[src/rtl/filter_peak_detector.sv]
// Pulse-height analyser: finds threshold-crossing pulses in the shaped filter stream and emits peak/timestamp/width records.
// Optional pile-up rejection is enabled with `define PEAK_PILEUP_REJECT_EN.
module filter_peak_detector #(
    parameter int SIZE_FILTER_DATA = 15,
    parameter int DATA_W           = SIZE_FILTER_DATA + 1,
    parameter int TS_W             = 32,
    parameter int WIDTH_W          = 8,
    parameter int DEAD_TIME        = 4,
    parameter int MAX_WIDTH        = 64
) (
    input  logic                     clk,
    input  logic                     reset,
    input  logic signed [DATA_W-1:0] in_data,
    input  logic signed [DATA_W-1:0] threshold,
    output logic                     evt_valid,
    input  logic                     evt_ready,
    output logic signed [DATA_W-1:0] evt_amp,
    output logic [TS_W-1:0]          evt_ts,
    output logic [WIDTH_W-1:0]       evt_width,
    output logic [15:0]              lost_cnt,
`ifdef PEAK_PILEUP_REJECT_EN
    output logic [15:0]              pileup_cnt,
`endif
    output logic                     busy
);

    localparam int DEAD_W = (DEAD_TIME < 2) ? 1 : $clog2(DEAD_TIME + 1);
    localparam logic [DEAD_W-1:0]  DEAD_INIT = DEAD_W'(DEAD_TIME);
    localparam logic [WIDTH_W-1:0] WIDTH_MAX = WIDTH_W'(MAX_WIDTH);

    typedef enum logic [1:0] {
        IDLE,
        TRACK,
`ifdef PEAK_PILEUP_REJECT_EN
        WAIT_LOW,
`endif
        DEAD
    } state_t;

    state_t                     state, state_next;
    logic [TS_W-1:0]            ts;
    logic signed [DATA_W-1:0]   peak, peak_next;
    logic [TS_W-1:0]            peak_ts, peak_ts_next;
    logic [WIDTH_W-1:0]         width, width_next;
    logic [DEAD_W-1:0]          dead_cnt, dead_next;
    logic                       above;
    logic                       emit;
    logic                       pileup_inc;

    assign above = in_data > threshold;
    assign busy  = (state != IDLE);

    always_comb begin
        state_next   = state;
        peak_next    = peak;
        peak_ts_next = peak_ts;
        width_next   = width;
        dead_next    = dead_cnt;
        emit         = 1'b0;
        pileup_inc   = 1'b0;
        case (state)
            IDLE: begin
                if (above) begin
                    state_next   = TRACK;
                    peak_next    = in_data;
                    peak_ts_next = ts;
                    width_next   = WIDTH_W'(1);
                end
            end
            TRACK: begin
                if (above) begin
                    // Strict compare keeps the first sample of a flat top as the peak.
                    if (in_data > peak) begin
                        peak_next    = in_data;
                        peak_ts_next = ts;
                    end
                    if (width != WIDTH_MAX) begin
                        width_next = width + 1'b1;
                    end
`ifdef PEAK_PILEUP_REJECT_EN
                    else begin
                        state_next = WAIT_LOW;
                        pileup_inc = 1'b1;
                    end
`endif
                end else begin
                    emit       = 1'b1;
                    state_next = (DEAD_TIME == 0) ? IDLE : DEAD;
                    dead_next  = DEAD_INIT;
                end
            end
`ifdef PEAK_PILEUP_REJECT_EN
            WAIT_LOW: begin
                if (!above) begin
                    state_next = (DEAD_TIME == 0) ? IDLE : DEAD;
                    dead_next  = DEAD_INIT;
                end
            end
`endif
            DEAD: begin
                dead_next = dead_cnt - 1'b1;
                if (dead_cnt <= DEAD_W'(1)) begin
                    state_next = IDLE;
                end
            end
            default: state_next = IDLE;
        endcase
    end

    always_ff @(posedge clk) begin
        if (!reset) begin
            state    <= IDLE;
            ts       <= '0;
            peak     <= '0;
            peak_ts  <= '0;
            width    <= '0;
            dead_cnt <= '0;
        end else begin
            state    <= state_next;
            ts       <= ts + 1'b1;
            peak     <= peak_next;
            peak_ts  <= peak_ts_next;
            width    <= width_next;
            dead_cnt <= dead_next;
        end
    end

    // A record is only lost when the slot is still occupied and not being drained this cycle.
    always_ff @(posedge clk) begin
        if (!reset) begin
            evt_valid <= 1'b0;
            evt_amp   <= '0;
            evt_ts    <= '0;
            evt_width <= '0;
            lost_cnt  <= '0;
        end else if (emit) begin
            if (!evt_valid || evt_ready) begin
                evt_valid <= 1'b1;
                evt_amp   <= peak;
                evt_ts    <= peak_ts;
                evt_width <= width;
            end else if (lost_cnt != 16'hFFFF) begin
                lost_cnt <= lost_cnt + 1'b1;
            end
        end else if (evt_ready) begin
            evt_valid <= 1'b0;
        end
    end

`ifdef PEAK_PILEUP_REJECT_EN
    always_ff @(posedge clk) begin
        if (!reset) begin
            pileup_cnt <= '0;
        end else if (pileup_inc && pileup_cnt != 16'hFFFF) begin
            pileup_cnt <= pileup_cnt + 1'b1;
        end
    end
`else
    logic unused_pileup;
    assign unused_pileup = pileup_inc;
`endif

endmodule

[config.mk]
export PLATFORM = sky130hd
export DESIGN_NAME = filter_peak_detector
export DESIGN_NICKNAME = d
export VERILOG_FILES = /design/src/rtl/filter_peak_detector.sv
export SDC_FILE = /design/constraint.sdc
export NUM_CORES = 1
export LEC_CHECK = 0
export CAP_MARGIN = 20
export CORE_ASPECT_RATIO = 0.8
export CORE_MARGIN = 4
export CORE_UTILIZATION = 58
export CTS_CLUSTER_SIZE = 24
export DETAILED_ROUTE_END_ITERATION = 10
export PLACE_DENSITY_LB_ADDON = 0.3
export SLEW_MARGIN = 20
export SYNTH_ARGS = -nofsm -noshare
export SYNTH_HDL_FRONTEND = slang
export SYNTH_SLANG_ARGS = --single-unit
export TNS_END_PERCENT = 100
[constraint.sdc]
create_clock -name clk -period 7.9 [get_ports clk]
set_clock_uncertainty 0.05 [all_clocks]
set_input_delay 1.185 -clock clk [delete_from_list [all_inputs] [get_ports clk]]
set_output_delay 1.185 -clock clk [all_outputs]
set_load 0.02 [all_outputs]
# [After elaboration in Yosys (flattened, before gate mapping)]
# Index checks and enable logic that the tools add are counted.
[word_totals] input_bits=35 output_inout_bits=74 word_cells=67 reg_bits=166
[op_classes] bitwise_logic=1 n_addsub=4 reduce_logical=14 mux=23 n_eq_ne=11 magnitude_cmp=3
[ops] cell="$mux 32" n=3
[ops] cell="$pmux 32 s2" n=1
[ops] cell="$mux 16" n=3
[ops] cell="$add 32x1->32 const B" n=1
[ops] cell="$gt 16x16->1" n=2
[ops] cell="$pmux 16 s2" n=1
[ops] cell="$mux 8" n=3
[ops] cell="$add 16x1->16 const B" n=1
[ops] cell="$ne 16x16->1 const B" n=1
[ops] cell="$pmux 8 s2" n=1
[ops] cell="$ne 2x2->1 const B" n=6
[ops] cell="$add 8x1->8 const B" n=1
[ops] cell="$ne 8x7->1 const B" n=1
[ops] cell="$reduce_and 4->1" n=2
[ops] cell="$reduce_bool 2->1" n=4
[ops] cell="$mux 2" n=3
[ops] cell="$pmux 2 s3" n=1
[ops] cell="$pmux 3 s2" n=1
[ops] cell="$reduce_and 2->1" n=3
[ops] cell="$reduce_and 3->1" n=2
[ops] cell="$mux 1" n=5
[ops] cell="$le 3x1->1 const B" n=1
[ops] cell="$mux 3" n=1
[ops] cell="$sub 3x1->3 const B" n=1
[ops] cell="other kinds (7)" n=7

# [Longest topological paths before layout]
[depth] depth_word=5 ltp_mapped=12 ltp_nobuf=9

# [Worst setup path after synthesis]
# Ideal clock, no wire load.
[synth_path] path_type="input port to flip-flop" startpoint="in threshold[14]" endpoint="reg peak[0]" path_buffers=3 setup_time_ps=120 t_required_ps=7730 arrival_ps=3454 stages=12 setup_slack_ps=4276 path_cell_list="inv_1 > ha_1 > nand3_2 > or4_1 > a21oi_2 > o211ai_2 > and2_4 > or3_1 > clkbuf_1 > buf_6 > buf_6 > mux2i_1"
[synth_via] elab_chain_len=3 elab_cells_between_ends=4 classes_between="order compare (1); eq/ne (2); reduce/logical (1)"
[synth_lines] element="from (decl)" line_no="14" text="input logic signed [DATA_W-1:0] threshold,"
[synth_lines] element="$gt 16x16->1 (*)" line_no="50" text="assign above = in_data > threshold;"
[synth_lines] element="$ne 2x2->1 (no line)"
[synth_lines] element="$reduce_and 4->1 (no line) (*)"
[synth_lines] element="to (signal assigned)" line_no="121" text="peak <= peak_next;"
[synth_lines] element="to (decl)" line_no="42" text="logic signed [DATA_W-1:0] peak, peak_next;"
# Every way passes the cells marked *; elsewhere a longest branch is shown, timed or not.
# A chain may end at the register's enable or synchronous reset.

# [Final worst setup path]
[layout_path] startpoint="in in_data[14]" endpoint="reg peak_ts[24]"
[layout_via] elab_chain_len=3 elab_cells_between_ends=6 classes_between="order compare (2); eq/ne (3); reduce/logical (1)"
[layout_lines] element="from (decl)" line_no="13" text="input logic signed [DATA_W-1:0] in_data,"
[layout_lines] element="$gt 16x16->1 (on tied branches)" line_no="73, 50"
[layout_lines] element="$ne 2x2->1 (no line)"
[layout_lines] element="$reduce_and 4->1 (no line) (*)"
[layout_lines] element="to (signal assigned)" line_no="122" text="peak_ts <= peak_ts_next;"
[layout_lines] element="to (decl)" line_no="43" text="logic [TS_W-1:0] peak_ts, peak_ts_next;"
# Marked as above.

==> flow_metrics.env <==
export IMPL_grt_ovfl_total=0
export IMPL_wirelength_um=17900
export IMPL_syn_num_nets=1014
export IMPL_nNetsFinal=1086
export IMPL_start_util_pct=59.81
export IMPL_cp_num_buf_inv=2
export IMPL_power_density_nw_per_um2=209.5
export IMPL_synth_area_um2=7780
export IMPL_timing_rr_start="peak[13]"
export IMPL_peakVddDrop_v=0.0001648
export IMPL_setup_violations=0
export IMPL_cp_num_cells=10
export IMPL_finalWorstSetupSlack_ns=3.671
export IMPL_max_freq_mhz=236.5
export IMPL_dieWidth_um=137.5
export IMPL_outcome="finished, final reports clean"
export IMPL_htreeDepth=4
export IMPL_synth_area_leaders="dfxtp_1 43%, nand2_1 9.1%, mux2i_1 7.5%"
export IMPL_synth_top_flop_cell="dfxtp_1"
export IMPL_rsz0062_at_grt="false"
export IMPL_die_h_um=111.6
export IMPL_post_drt_wl_per_cell_um=14.95
export IMPL_path_clk_slew_ns=0.07
export IMPL_final_layout_size_suffix_gt1_share_pct=4.305
export IMPL_hold_end="evt_width[7]"
export IMPL_max_stage_delay_ns=0.64
export IMPL_path_cells="clkdlybuf4s50_1 -> ha_1 -> nand3_2 -> or4_1 -> a21oi_2 -> nand4bb_1 -> and2_4 -> or3_2 -> buf_4 -> mux2i_1"
export IMPL_drt_iter0_drc=478
export IMPL_ff2ff_path_depth=10
export IMPL_ys_warn_count=0
export IMPL_numCtsBuffers=17
export IMPL_rows=37
export IMPL_cts_resized=0
export IMPL_n_fill_cell=974
export IMPL_setup_tns_ns=0
export IMPL_min_period_ns=4.229
export IMPL_cts_setup_buffers=0
export IMPL_io_buffers=108
export IMPL_cts_tree="yes"
export IMPL_slew_headroom_pct=32.86
export IMPL_tightest_slew_ns=1.007
export IMPL_dr_pass1_iters=5
export IMPL_yosysTopAreaCellShare_pct=42.71
export IMPL_crit_arrival_ns=4.52
export IMPL_io_pins=109
export IMPL_yosys_register_bits=166
export IMPL_clock_sinks=166
export IMPL_leakage_uw=0.003523
export IMPL_synth_seq_area_share_pct=42.71
export IMPL_ant_nets=0
export IMPL_grt_pass1_wl_um=29660
export IMPL_num_antenna_cells=0
export IMPL_worstSetupStartpointType="primary input"
export IMPL_grt_max_degree=113
export IMPL_ys_top_cells_by_count="189 x nand2_1, 166 x dfxtp_1, 76 x nand3_1"
export IMPL_grt_use_total_pct=23.46
export IMPL_die_area_um2=15340
export IMPL_grt_pass1_vias=6214
export IMPL_dpl_worst_slack_ns=3.314
export IMPL_dp_hpwl_um=12120
export IMPL_syn_inst=938
export IMPL_maxCapViolCount=0
export IMPL_vias=6793
export IMPL_synthMostInstantiatedCell="nand2_1"
export IMPL_fin_crit_sh_pct=53.53
export IMPL_setup_worst_path_end_class="flip-flop"
export IMPL_area_growth_pct=21.42
export IMPL_async_flop_share_pct=0
export IMPL_synth_largest_area_cell="dfxtp_1"
export IMPL_multi_input_area_um2=4046
export IMPL_routed_via_density=5.675
export IMPL_hp_class="flip-flop to flip-flop"
export IMPL_slew_viol_final=0
export IMPL_ys_types=50
export IMPL_cp_slowest_cell="buf_4"
export IMPL_synth_edf_count=0
export IMPL_worstSetupPathType="primary input to flip-flop"
export IMPL_cp_required_ns=8.19
export IMPL_antenna_found_initial=0
export IMPL_core_area_um2=13010
export IMPL_hold_depth=2
export IMPL_ctsHoldBuffers=0
export IMPL_clock_latency_ns=0.42
export IMPL_hold_start="evt_width[7]"
export IMPL_path_max_fanout=48
export IMPL_cts_max_path_buffers=2
export IMPL_clock_root_buffer="clkbuf_16"
export IMPL_r2r_end="peak_ts[24]"
export IMPL_crit_start="in_data[14]"
export IMPL_finalHoldViolCount=0
export IMPL_rrSetupSlack_ns=4.73
export IMPL_gp_congestion=0.8398
export IMPL_drc=0
export IMPL_syn_avg_cell_area_um2=8.294
export IMPL_seq_area_um2=3323
export IMPL_critical_path_top_delay_family="simple AND/OR/NAND/NOR gates"
-- per-stage QoR --
step | util (%) | power [µW] | cell area (µm²) | hold WS, ns | instances
after global routing | 72.62 | 2058 | 9447 | 0.4272 | 1197
after detailed placement | 68.20 | 1207 | 8872 | 0.3947 | 1166
final | 72.62 | 1979 | 9447 | 0.4047 | 1197
after floorplan | - | 1129 | 7780 | 0.3758 | 938
after global placement | 68.20 | 1200 | 8872 | 0.3934 | 1166
after CTS | 72.55 | 1989 | 9438 | 0.4096 | 1197
-- kinds of logic (layout without fill, tap and decap cells) --
kind of cell / after synthesis / count (layout) / synth area share (%)
muxes: 58 / 58 / 7.462
DFF: 166 / 166 / 42.71
xor gates and xnor gates: 27 / 27 / 3.040
and+or+nand+nor: 407 / 407 / 24.59
adders and majority gates: 41 / 41 / 6.594
AOI/OAI and AO/OA: 132 / 132 / 10.10
buffers and inverters: 107 / 191 / 5.500
-- how the worst max path moves through the flow --
| stage | end | slack [ns] |
|---|---|---|
| 2_1_floorplan | peak[0] | 4.28 |
| 3_3_place_gp | peak_ts[19] | 3.43 |
| 3_5_place_dp | peak_ts[24] | 3.31 |
| 4_1_cts | peak_ts[30] | 3.75 |
| 5_1_grt | peak_ts[23] | 3.50 |
| 6_report | peak_ts[24] | 3.67 |
-- registers in the layout, summed over array words and instances, names as in the netlist, 2 cells and up --
name / cells
evt_ts: 32
peak_ts: 32
ts: 32
evt_amp: 16
lost_cnt: 16
peak: 16
evt_width: 8
width: 8
dead_cnt: 3
state: 2
-- cell usage in the layout, fill, tap and decap left out, drive strengths merged, types with 10 or more instances in the layout --
cell type and count:
nand2 189, dfxtp 166, clkdlybuf4s50 107, nand3 77, o21ai 71, mux2i 58
inv 48, nor2 42, ha 41, nand4 23, a21oi 23, xor2 19
clkbuf 18, nand2b 10
-- metal layers --
metal,vias to the layer above,track usage [%],wire [µm]
li1,3388,-,-
met1,3190,31.90,8208
met2,187,36.93,8395
met3,28,5.465,927
met4,0,7.380,369
met5,-,0,0
-- layout make-up --
| cell class | count | share of cell area (%) |
|---|---|---|
| clock buffers | 18 | 4.649 |
| clock inverters | 13 | 1.338 |
| inverters | 48 | 1.907 |
| multi-input cells | 665 | 42.83 |
| flip-flops and latches | 166 | 35.18 |
| well taps | 175 | 2.318 |
| repair buffers | 112 | 11.77 |
-- where the power goes --
part	internal [µW]	leakage, µW	switching (µW)	total (µW)
Combinational	118	0.00191	191	309
Clock	444	0.000270	341	786
Sequential	863	0.00134	21.9	885
-- worst min-delay path, cell delays in order, from the launching register on --
cell and delay, ns:
dfxtp_1 0.31, nand2_1 0.05, o21ai_0 0.05
Power figures use the tool's default switching activity.
